[config.mk]
export PLATFORM = sky130hd
export DESIGN_NAME = alu_op_driver_flat
export DESIGN_NICKNAME = d
export VERILOG_FILES = /design/src/rtl/alu_op_driver_pkg.sv /design/src/rtl/alu_op_driver_if.sv /design/src/rtl/alu_op_driver_cmd_fifo.sv /design/src/rtl/alu_op_driver.sv /design/src/flat_wrapper.sv
export SDC_FILE = /design/constraint.sdc
export NUM_CORES = 1
export LEC_CHECK = 0
export CAP_MARGIN = 20
export CORE_UTILIZATION = 58
export DETAILED_ROUTE_END_ITERATION = 7
export GPL_TIMING_DRIVEN = 0
export PLACE_DENSITY = 0.84
export SYNTH_ARGS = -nofsm -noshare
export SYNTH_HDL_FRONTEND = slang
export SYNTH_SLANG_ARGS = --single-unit
[constraint.sdc]
create_clock -name clk -period 4.6 [get_ports clk]
set_input_delay 1.38 -clock clk [delete_from_list [all_inputs] [get_ports clk]]
set_output_delay 1.38 -clock clk [all_outputs]
set_load 0.02 [all_outputs]
[src/rtl/alu_op_driver_pkg.sv]
// Package: alu_op_driver_pkg
// Purpose: shared widths, FSM state type, ALU opcode constants and a latency
//          helper for the ALU operation driver and its command queue.
package alu_op_driver_pkg;

    // Default datapath widths; DATA_W/CTRL_W must match the attached ALU.
    localparam int unsigned DATA_W_DEF      = 16;
    localparam int unsigned CTRL_W_DEF      = 4;
    localparam int unsigned TAG_W_DEF       = 4;
    localparam int unsigned FIFO_DEPTH_DEF  = 4;
    localparam int unsigned ALU_LATENCY_DEF = 1;

    // Latency counter covers ALU_LATENCY range 1..15.
    localparam int unsigned CNT_W = 4;
    localparam int unsigned OPS_W = 16;

    // ALU opcodes used by the host side.
    localparam logic [3:0] OP_0 = 4'b0000;
    localparam logic [3:0] OP_4 = 4'b0100;
    localparam logic [3:0] OP_8 = 4'b1000;

    typedef enum logic [2:0] {
        StIdle,
        StIssue,
        StWait,
        StCapture,
        StResp
    } state_e;

    // Clamp a latency parameter into the range the wait counter can express.
    function automatic logic [CNT_W-1:0] lat_load(input int unsigned lat);
        if (lat < 1) begin
            return CNT_W'(1);
        end else if (lat > (2 ** CNT_W) - 1) begin
            return CNT_W'((2 ** CNT_W) - 1);
        end
        return CNT_W'(lat);
    endfunction

endpackage

[src/rtl/alu_op_driver_if.sv]
// Interface: alu_op_driver_if
// Purpose: host-side command and response channels of the ALU operation driver.
//   cmd_*  : host -> driver, valid/ready, carries operands, opcode and tag
//   rsp_*  : driver -> host, valid/ready, carries captured answer, opcode and tag
// Modports: master = host/sequencer, slave = alu_op_driver.
interface alu_op_driver_if
    import alu_op_driver_pkg::*;
#(
    parameter int unsigned DATA_W = DATA_W_DEF,
    parameter int unsigned CTRL_W = CTRL_W_DEF,
    parameter int unsigned TAG_W  = TAG_W_DEF
);

    logic              cmd_valid;
    logic              cmd_ready;
    logic [DATA_W-1:0] cmd_a;
    logic [DATA_W-1:0] cmd_b;
    logic [CTRL_W-1:0] cmd_ctrl;
    logic [TAG_W-1:0]  cmd_tag;

    logic              rsp_valid;
    logic              rsp_ready;
    logic [DATA_W-1:0] rsp_answer;
    logic [CTRL_W-1:0] rsp_ctrl;
    logic [TAG_W-1:0]  rsp_tag;

    modport master (
        output cmd_valid, cmd_a, cmd_b, cmd_ctrl, cmd_tag,
        input  cmd_ready,
        input  rsp_valid, rsp_answer, rsp_ctrl, rsp_tag,
        output rsp_ready
    );

    modport slave (
        input  cmd_valid, cmd_a, cmd_b, cmd_ctrl, cmd_tag,
        output cmd_ready,
        output rsp_valid, rsp_answer, rsp_ctrl, rsp_tag,
        input  rsp_ready
    );

endinterface

[src/rtl/alu_op_driver_cmd_fifo.sv]
// Module: alu_op_driver_cmd_fifo
// Purpose: synchronous command queue of packed {tag, ctrl, b, a} entries.
// Ports:
//   clk, rst      : clock, synchronous active-high reset (empties the queue)
//   push, wdata   : write request and entry; ignored while full
//   pop           : advance read pointer; ignored while empty
//   rdata         : head entry (valid while !empty)
//   full, empty   : occupancy flags, derived from registered pointers only
module alu_op_driver_cmd_fifo #(
    parameter int unsigned WIDTH = 8,
    parameter int unsigned DEPTH = 4
) (
    input  logic             clk,
    input  logic             rst,
    input  logic             push,
    input  logic [WIDTH-1:0] wdata,
    input  logic             pop,
    output logic [WIDTH-1:0] rdata,
    output logic             full,
    output logic             empty
);

    localparam int unsigned AW = $clog2(DEPTH);

    // Extra MSB on each pointer separates full from empty when indices match.
    logic [AW:0]      wr_ptr;
    logic [AW:0]      rd_ptr;
    logic [WIDTH-1:0] mem [DEPTH];
    logic             do_push;
    logic             do_pop;

    assign do_push = push && !full;
    assign do_pop  = pop && !empty;

    assign empty = (wr_ptr == rd_ptr);
    assign full  = (wr_ptr[AW] != rd_ptr[AW]) && (wr_ptr[AW-1:0] == rd_ptr[AW-1:0]);
    assign rdata = mem[rd_ptr[AW-1:0]];

    always_ff @(posedge clk) begin
        if (rst) begin
            wr_ptr <= '0;
            rd_ptr <= '0;
        end else begin
            if (do_push) begin
                wr_ptr <= wr_ptr + (AW + 1)'(1);
            end
            if (do_pop) begin
                rd_ptr <= rd_ptr + (AW + 1)'(1);
            end
        end
    end

    // Storage needs no reset; the pointers define which entries are live.
    always_ff @(posedge clk) begin
        if (do_push) begin
            mem[wr_ptr[AW-1:0]] <= wdata;
        end
    end

endmodule

[src/rtl/alu_op_driver.sv]
// Module: alu_op_driver
// Purpose: initiator for a clocked ALU. Queues host commands, issues them one at
//          a time on alu_a/alu_b/alu_control, waits the ALU latency, captures the
//          answer and returns it with its opcode and tag on the response channel.
// Ports:
//   clk, rst      : clock, synchronous active-high reset
//   host          : cmd/rsp valid/ready channels (slave side)
//   alu_a/b       : operands to ALU, held from issue until the next issue
//   alu_control   : opcode to ALU
//   alu_answer    : result from ALU
//   ops_done      : completed-operation count, wraps at 16 bits
//   busy          : FSM active or commands still queued
module alu_op_driver
    import alu_op_driver_pkg::*;
#(
    parameter int unsigned DATA_W      = DATA_W_DEF,
    parameter int unsigned CTRL_W      = CTRL_W_DEF,
    parameter int unsigned TAG_W       = TAG_W_DEF,
    parameter int unsigned FIFO_DEPTH  = FIFO_DEPTH_DEF,
    parameter int unsigned ALU_LATENCY = ALU_LATENCY_DEF
) (
    input  logic              clk,
    input  logic              rst,
    alu_op_driver_if.slave    host,
    output logic [DATA_W-1:0] alu_a,
    output logic [DATA_W-1:0] alu_b,
    output logic [CTRL_W-1:0] alu_control,
    input  logic [DATA_W-1:0] alu_answer,
    output logic [OPS_W-1:0]  ops_done,
    output logic              busy
);

    localparam int unsigned    ENTRY_W  = TAG_W + CTRL_W + 2 * DATA_W;
    localparam logic [CNT_W-1:0] LAT_LD = lat_load(ALU_LATENCY);

    logic               fifo_push;
    logic               fifo_pop;
    logic               fifo_full;
    logic               fifo_empty;
    logic [ENTRY_W-1:0] fifo_wdata;
    logic [ENTRY_W-1:0] fifo_rdata;

    state_e             state_q;
    logic [CNT_W-1:0]   wait_cnt_q;
    logic [DATA_W-1:0]  alu_a_q;
    logic [DATA_W-1:0]  alu_b_q;
    logic [CTRL_W-1:0]  alu_control_q;
    logic [TAG_W-1:0]   issue_tag_q;
    logic               rsp_valid_q;
    logic [DATA_W-1:0]  rsp_answer_q;
    logic [CTRL_W-1:0]  rsp_ctrl_q;
    logic [TAG_W-1:0]   rsp_tag_q;
    logic [OPS_W-1:0]   ops_done_q;

    // Command queue
    assign fifo_push  = host.cmd_valid && !fifo_full;
    assign fifo_pop   = (state_q == StIssue);
    assign fifo_wdata = {host.cmd_tag, host.cmd_ctrl, host.cmd_b, host.cmd_a};

    alu_op_driver_cmd_fifo #(
        .WIDTH (ENTRY_W),
        .DEPTH (FIFO_DEPTH)
    ) u_cmd_fifo (
        .clk   (clk),
        .rst   (rst),
        .push  (fifo_push),
        .wdata (fifo_wdata),
        .pop   (fifo_pop),
        .rdata (fifo_rdata),
        .full  (fifo_full),
        .empty (fifo_empty)
    );

    // Control FSM with registered datapath outputs. ISSUE is only entered with
    // a non-empty queue, so the pop there always takes the head entry.
    always_ff @(posedge clk) begin
        if (rst) begin
            state_q       <= StIdle;
            wait_cnt_q    <= '0;
            alu_a_q       <= '0;
            alu_b_q       <= '0;
            alu_control_q <= '0;
            issue_tag_q   <= '0;
            rsp_valid_q   <= 1'b0;
            rsp_answer_q  <= '0;
            rsp_ctrl_q    <= '0;
            rsp_tag_q     <= '0;
            ops_done_q    <= '0;
        end else begin
            case (state_q)
                StIdle: begin
                    if (!fifo_empty) begin
                        state_q <= StIssue;
                    end
                end
                StIssue: begin
                    {issue_tag_q, alu_control_q, alu_b_q, alu_a_q} <= fifo_rdata;
                    wait_cnt_q <= LAT_LD;
                    state_q    <= StWait;
                end
                StWait: begin
                    // Leaving on the edge where the count hits zero keeps WAIT at
                    // exactly ALU_LATENCY cycles.
                    wait_cnt_q <= wait_cnt_q - CNT_W'(1);
                    if (wait_cnt_q == CNT_W'(1)) begin
                        state_q <= StCapture;
                    end
                end
                StCapture: begin
                    rsp_answer_q <= alu_answer;
                    rsp_ctrl_q   <= alu_control_q;
                    rsp_tag_q    <= issue_tag_q;
                    rsp_valid_q  <= 1'b1;
                    state_q      <= StResp;
                end
                StResp: begin
                    if (host.rsp_ready) begin
                        rsp_valid_q <= 1'b0;
                        ops_done_q  <= ops_done_q + OPS_W'(1);
                        state_q     <= fifo_empty ? StIdle : StIssue;
                    end
                end
                default: begin
                    state_q <= StIdle;
                end
            endcase
        end
    end

    assign host.cmd_ready  = !fifo_full;
    assign host.rsp_valid  = rsp_valid_q;
    assign host.rsp_answer = rsp_answer_q;
    assign host.rsp_ctrl   = rsp_ctrl_q;
    assign host.rsp_tag    = rsp_tag_q;

    assign alu_a       = alu_a_q;
    assign alu_b       = alu_b_q;
    assign alu_control = alu_control_q;
    assign ops_done    = ops_done_q;
    assign busy        = (state_q != StIdle) || !fifo_empty;

endmodule

[src/flat_wrapper.sv]
// flat-port wrapper written by rule: the top's interface ports become plain ports
module alu_op_driver_flat import alu_op_driver_pkg::*;
#(
    parameter int unsigned DATA_W      = DATA_W_DEF,
    parameter int unsigned CTRL_W      = CTRL_W_DEF,
    parameter int unsigned TAG_W       = TAG_W_DEF,
    parameter int unsigned FIFO_DEPTH  = FIFO_DEPTH_DEF,
    parameter int unsigned ALU_LATENCY = ALU_LATENCY_DEF
)
  (clk, rst, alu_a, alu_b, alu_control, alu_answer, ops_done, busy, host_cmd_valid, host_cmd_a, host_cmd_b, host_cmd_ctrl, host_cmd_tag, host_cmd_ready, host_rsp_valid, host_rsp_answer, host_rsp_ctrl, host_rsp_tag, host_rsp_ready);
  alu_op_driver_if #(.DATA_W(DATA_W), .CTRL_W(CTRL_W), .TAG_W(TAG_W)) host_i ();
  input  logic clk;
  input  logic rst;
  output logic [DATA_W-1:0] alu_a;
  output logic [DATA_W-1:0] alu_b;
  output logic [CTRL_W-1:0] alu_control;
  input  logic [DATA_W-1:0] alu_answer;
  output logic [OPS_W-1:0] ops_done;
  output logic busy;
  input wire logic [$bits(host_i.cmd_valid)-1:0] host_cmd_valid;
  input wire logic [$bits(host_i.cmd_a)-1:0] host_cmd_a;
  input wire logic [$bits(host_i.cmd_b)-1:0] host_cmd_b;
  input wire logic [$bits(host_i.cmd_ctrl)-1:0] host_cmd_ctrl;
  input wire logic [$bits(host_i.cmd_tag)-1:0] host_cmd_tag;
  output wire logic [$bits(host_i.cmd_ready)-1:0] host_cmd_ready;
  output wire logic [$bits(host_i.rsp_valid)-1:0] host_rsp_valid;
  output wire logic [$bits(host_i.rsp_answer)-1:0] host_rsp_answer;
  output wire logic [$bits(host_i.rsp_ctrl)-1:0] host_rsp_ctrl;
  output wire logic [$bits(host_i.rsp_tag)-1:0] host_rsp_tag;
  input wire logic [$bits(host_i.rsp_ready)-1:0] host_rsp_ready;
  assign host_i.cmd_valid = host_cmd_valid;
  assign host_i.cmd_a = host_cmd_a;
  assign host_i.cmd_b = host_cmd_b;
  assign host_i.cmd_ctrl = host_cmd_ctrl;
  assign host_i.cmd_tag = host_cmd_tag;
  assign host_cmd_ready = host_i.cmd_ready;
  assign host_rsp_valid = host_i.rsp_valid;
  assign host_rsp_answer = host_i.rsp_answer;
  assign host_rsp_ctrl = host_i.rsp_ctrl;
  assign host_rsp_tag = host_i.rsp_tag;
  assign host_i.rsp_ready = host_rsp_ready;
  alu_op_driver #(.DATA_W(DATA_W), .CTRL_W(CTRL_W), .TAG_W(TAG_W), .FIFO_DEPTH(FIFO_DEPTH), .ALU_LATENCY(ALU_LATENCY)) u_core (.clk(clk), .rst(rst), .host(host_i), .alu_a(alu_a), .alu_b(alu_b), .alu_control(alu_control), .alu_answer(alu_answer), .ops_done(ops_done), .busy(busy));
endmodule
---- After elaboration in Yosys (flattened, before gate mapping) ----
Memory sizes are Yosys's and may differ from the RTL's. A register that Yosys moved wholly into a read port is not among the register bits.
Cells that the tools add are included.
storage, ports and cells
  register bits ........................... 54
  bits in writable memories ............... 160
  input port bits ......................... 60
  memories kept ........................... 1
cells by class
  add/sub/neg operators ................... 4
  equality and inequality tests ........... 11
  multiplexer cells ....................... 10
  reduce and logical (&&, ||, !) cells .... 14
memories
  memory                 words  bits a word  read ports  clocked after Yosys merged registers in  wr ports  line                          source
  u_core.u_cmd_fifo.mem  4      40           1           1                                        1         alu_op_driver_cmd_fifo.sv:28  logic [WIDTH-1:0] mem [DEPTH];
operators by type and width
  operator                                                            number
  16-bit by 1-bit adder with 16-bit output, second input constant     1
  3-bit one-hot mux with 5 select lines                               1
  3-bit two-way mux                                                   3
  4-bit one-hot mux with 2 select lines                               1
  3-bit by 1-bit adder with 3-bit output, second input constant       2
  3-bit by 2-bit == test with 1-bit output, second input constant     2
  4-bit by 1-bit == test with 1-bit output, second input constant     1
  1-bit logical AND                                                   4
  1-bit two-way mux                                                   4
  2-bit != test, second input constant                                2
  2-bit AND reduction                                                 2
  2-bit nonzero test                                                  2
  4-bit by 1-bit subtractor with 4-bit output, second input constant  1
  3-bit by 1-bit == test with 1-bit output, second input constant     1
  3-bit == test                                                       1
  3-bit == test, second input constant                                1
  3-bit logical NOT                                                   1
  3-bit AND reduction                                                 1
  3-bit nonzero test                                                  1
  2-bit == test                                                       1
  1-bit logical NOT                                                   2
  2-bit by 1-bit != test with 1-bit output, second input constant     1
  1-bit one-hot mux with 2 select lines                               1
  1-bit logical OR                                                    1
  1-bit != test                                                       1

---- Longest topological paths before layout ----
  word-level depth ........................ 7
  gate-level depth with buffers ........... 7
  gate-level depth less buffers ........... 5

---- Cells and area by module ----
Synthesis repeated with hierarchy kept, for this count alone.
second synthesis, totals
  cells, all modules ...................... 699
  area total of the unflattened synthesis .. 9706.8 um^2
by module, submodules not included
  module                  times used  cells an instance  area an instance (um^2)  sequential area each (um^2)
  alu_op_driver_cmd_fifo  1           277                6336.1                   4964.8
  alu_op_driver           1           422                3370.7                   1761.7

---- Least setup slack after synthesis ----
Ideal clock, no wire load.
  path type ............................... input port to flip-flop
  from .................................... in host_cmd_valid
  to ...................................... mem u_core.u_cmd_fifo.mem[1][0] (netlist name), enable pin
  library setup time ...................... 0.401 ns
  arrival time ............................ 2.861 ns
  required time ........................... 4.199 ns
  setup slack ............................. 1.338 ns
  stages on the path ...................... 3
  cells stage by stage .................... inv_1 a31oi_1 and2_1
on the way
  cells in the longest elaborated chain, start to end .. 4
ends and longest elaborated chain
  what                                     line                          source
  start: declaration                       flat_wrapper.sv:20            input wire logic [$bits(host_i.cmd_valid)-1:0] host_cmd_valid;
  1-bit logical AND                        alu_op_driver.sv:56           assign fifo_push = host.cmd_valid && !fifo_full;
  1-bit logical AND                        alu_op_driver_cmd_fifo.sv:32  assign do_push = push && !full;
  1-bit two-way mux                        alu_op_driver_cmd_fifo.sv:55  if (do_push) begin
  1-bit two-way mux (not written as such)  alu_op_driver_cmd_fifo.sv:56  mem[wr_ptr[AW-1:0]] <= wdata;
  end: declaration                         alu_op_driver_cmd_fifo.sv:28
No other way between the ends.

---- Final worst setup path ----
  from .................................... reg u_core.u_cmd_fifo.rd_ptr[1]
  to ...................................... out busy
on the way
  cells in the longest elaborated chain, start to end .. 3
ends and longest elaborated chain
  what                      line                          source
  start: declaration        alu_op_driver_cmd_fifo.sv:27  logic [AW:0] rd_ptr;
  start signal: assignment  alu_op_driver_cmd_fifo.sv:48  rd_ptr <= rd_ptr + (AW + 1)'(1);
  3-bit == test             alu_op_driver_cmd_fifo.sv:35  assign empty = (wr_ptr == rd_ptr);
  1-bit logical NOT         -
  1-bit logical OR          alu_op_driver.sv:140          assign busy = (state_q != StIdle) || !fifo_empty;
  end: declaration          flat_wrapper.sv:19            output logic busy;
No other way between the ends.

==> impl_metrics.csv <==
group,metric,value,unit
status,status,"finished, final reports clean",
power_and_ir_drop,pwr-share-seq,49.2,%
clock_tree,cts_buffer_depth,3,
yosys,ys_ff_latch,254,
place,hpwlAfterDp,13230,microns
yosys,synth-edff-count,160,
place,port_buffers,137,
worst_setup_path,crit_type,"reg -> out",
yosys,ys_seq_area_share,70.60,%
detailed_routing,antenna_left,0,
flow_run,drv_cap,0,
timing,fin_setup_tns,0,ps
yosys,syn-mean-instance-area,14.31,sq um
timing,worst_pin_slew,701.3,ps
global_route,use_met3,5.781,%
yosys,yosysUniqueCellTypes,41,
global_route,grt_antenna_before_repair,0,
floorplan,die_h,129.8,microns
power_and_ir_drop,vdd_drop_max,0.3498,mV
detailed_routing,detail_route.wl_per_cell,19.39,microns
final_layout,n_antenna_cell,0,
power_and_ir_drop,power,0.005375,W
clock_tree,insertion_delay,520,ps
final_layout,final_cell_mix,"edfxtp_1, nand2_1, clkdlybuf4s50_1",
place,pre_cts_ws,978.3,ps
global_route,grt.busiest_layer,"met2",
global_route,grt_overflow,0,
yosys,syn_nets,730,
floorplan,start_util,59.62,%
worst_setup_path,reg2reg_depth,5,
detailed_routing,finalWirelength,20610,microns
clock_tree,cts_resized,0,
floorplan,die_area,16840,sq um
worst_setup_path,path_max_fanout,6,
timing,whs,453.4,ps
final_layout,mostFrequentLayoutCell,"edfxtp_1",
floorplan,core,15890,sq um
floorplan,row_count,46,
clock_tree,cts_setup_buffers,0,
timing,setup_viol,0,
global_route,met2_usage,44.10,%
final_layout,design_area,12010,sq um
place,gp_congestion,0.8256,
detailed_routing,dr.pass1.iters,4,
clock_tree,h-tree-depth,1,
clock_tree,cts-root-buf,"clkbuf_16",
floorplan,die_x,129.8,microns
timing,rsz0062_at_grt,"false",
timing,max_freq,0.2501,GHz
worst_hold_path,holdPathStages,2,
global_route,grt_max_degree,30,
yosys,netlist_area,9470,sq um
place,dpl_cell_area,11200,sq um
detailed_routing,vias,6046,
global_route,track_usage,25.11,%
power_and_ir_drop,p_per_area,447.4,nW/um^2
yosys,async_reset_ff_share,0,%
power_and_ir_drop,clock_power_share,37.3,%
worst_setup_path,cp-end-kind,"output port",
global_route,met1_usage,31.17,%
yosys,ys.flop_type,"edfxtp_1",
timing,min_period,3998,ps
timing,hold_viol_final,0,
clock_tree,cts_sinks,254,
power_and_ir_drop,p_int,0.004068,W
detailed_routing,avgViaCountPerCell,5.688,
final_layout,drive_gt1_share,12.51,%
clock_tree,clk_pin_slew,70,ps
floorplan,pin_count,139,
worst_setup_path,cp_data_required_time,3220,ps
clock_tree,numCtsBuffers,24,
final_layout,final_nets,897,
power_and_ir_drop,p_leak,3.883,nW
timing,maxSlewViolCount,0,
detailed_routing,drt_iter0_drc,420,
power_and_ir_drop,switching_share,24.32,%
detailed_routing,drc,0,
global_route,grt_pass1_vias,6062,
final_layout,areaGrowthSynthToFinish,26.85,%
global_route,grt_pass1_wl,31920,microns
clock_tree,cts_hold_buf,0,
worst_setup_path,worstPathArrival,2620,ps
power_and_ir_drop,net-switching-power,0.001307,W
worst_setup_path,startpoint_type,"flop",
timing,period_share,86.91,%
timing,slew_headroom,53.25,%
worst_hold_path,hp-class,"reg -> reg",
yosys,yosysWarnings,0,
yosys,synthesis.instances,662,
power_and_ir_drop,pwr-share-comb,13.5,%
timing,fin_ws,602.1,ps
clock_tree,cts_tree,"done",
timing,skew,12.77,ps
[power groups by stage]
| stage | Sequential (W) | Combinational [W] | Clock (W) |
|---|---|---|---|
| 6_report | 0.00264 | 0.000725 | 0.00201 |
| 5_1_grt | 0.00266 | 0.000785 | 0.00211 |
| 4_1_cts | 0.00264 | 0.000730 | 0.00203 |
| 3_5_place_dp | 0.00269 | 0.000722 | 0 |
| 3_3_place_gp | 0.00268 | 0.000684 | 0 |
| 2_1_floorplan | 0.00273 | 0.000364 | 0 |
[final timing paths]
kind | startpoint | to | slack, ps
worst max-delay path | u_core.u_cmd_fifo.rd_ptr[1] | busy | 600
worst max register to register | u_core.u_cmd_fifo.rd_ptr[1] | u_core.u_cmd_fifo.mem[1][20] | 1850
worst min register to register | u_core.host.rsp_answer[12] | u_core.host.rsp_answer[12] | 450
worst min-delay path | u_core.host.rsp_answer[12] | u_core.host.rsp_answer[12] | 450
[state kept, by name, indices dropped and copies added, names as in the netlist]
signal / count
u_core.host.rsp_ctrl: 4
u_core.host.rsp_answer: 16
u_core.wait_cnt_q: 4
u_core.u_cmd_fifo.wr_ptr: 3
u_core.issue_tag_q: 4
u_core.u_cmd_fifo.mem: 160
u_core.host.rsp_tag: 4
u_core.host.rsp_valid: 1
u_core.alu_a: 16
u_core.ops_done: 16
u_core.state_q: 3
u_core.u_cmd_fifo.rd_ptr: 3
u_core.alu_b: 16
u_core.alu_control: 4
[cell families after synthesis]
family / share of synthesized area, %
buffers and inverters: 1.916
and+or+nand+nor: 9.645
DFF: 70.60
AOI/OAI and AO/OA: 4.981
adders and majority gates: 1.057
muxes: 10.04
xor gates and xnor gates: 1.757
[routing by layer]
| metal | wire length [microns] | up-vias |
|---|---|---|
| met1 | 7867 | 2937 |
| li1 | - | 2757 |
| met3 | 1818 | 35 |
| met5 | 0 | - |
| met4 | 380 | 0 |
| met2 | 10540 | 317 |
[critical path: stages (launching register included)]
cell and delay, ps:
dfxtp_1 370, clkbuf_1 340, xnor2_1 240, nand3_1 150, or4_1 430, clkdlybuf4s50_1 570
[cell type report]
type / instances / area [sq um]
sequential: 254 / 6686
fill: 950 / 3872
multi-input combinational: 363 / 2608
timing repair buffer: 141 / 1451
clock buffer: 31 / 688.2
tap: 216 / 270.3
buffer: 38 / 155.1
clock inverter: 13 / 127.6
inverter: 7 / 26.28
[cell usage after synthesis (all sizes together), types with 2 or more instances]
master  number  area share (%)
nand3b       2            0.16
nor2        18            0.71
clkbuf      28             1.1
nor4         3            0.20
ha           8             1.1
nand2      137             5.4
mux2i        5            0.53
and2         6            0.40
nand4        8            0.53
nor4b        2            0.18
a21bo        2            0.21
or3          2            0.13
xor2         7            0.65
nand2b       2            0.13
inv          7            0.28
nand3        7            0.37
buf         10            0.53
nor3         3            0.16
mux4        40             9.5
o21ai        5            0.26
or4          3            0.28
a21oi       75             4.0
dfxtp       94              20
a31oi        2            0.13
edfxtp     160              51
xnor2       12             1.1
[stage by stage]
stage / instances / utilization (%)
after CTS: 1063 / 75.62
after global placement: 1015 / 69.95
final: 1063 / 75.62
after global routing: 1063 / 75.62
after floorplan: 662 / -
after detailed placement: 1019 / 70.49
No activity file was read; power rests on OpenSTA's default activity.
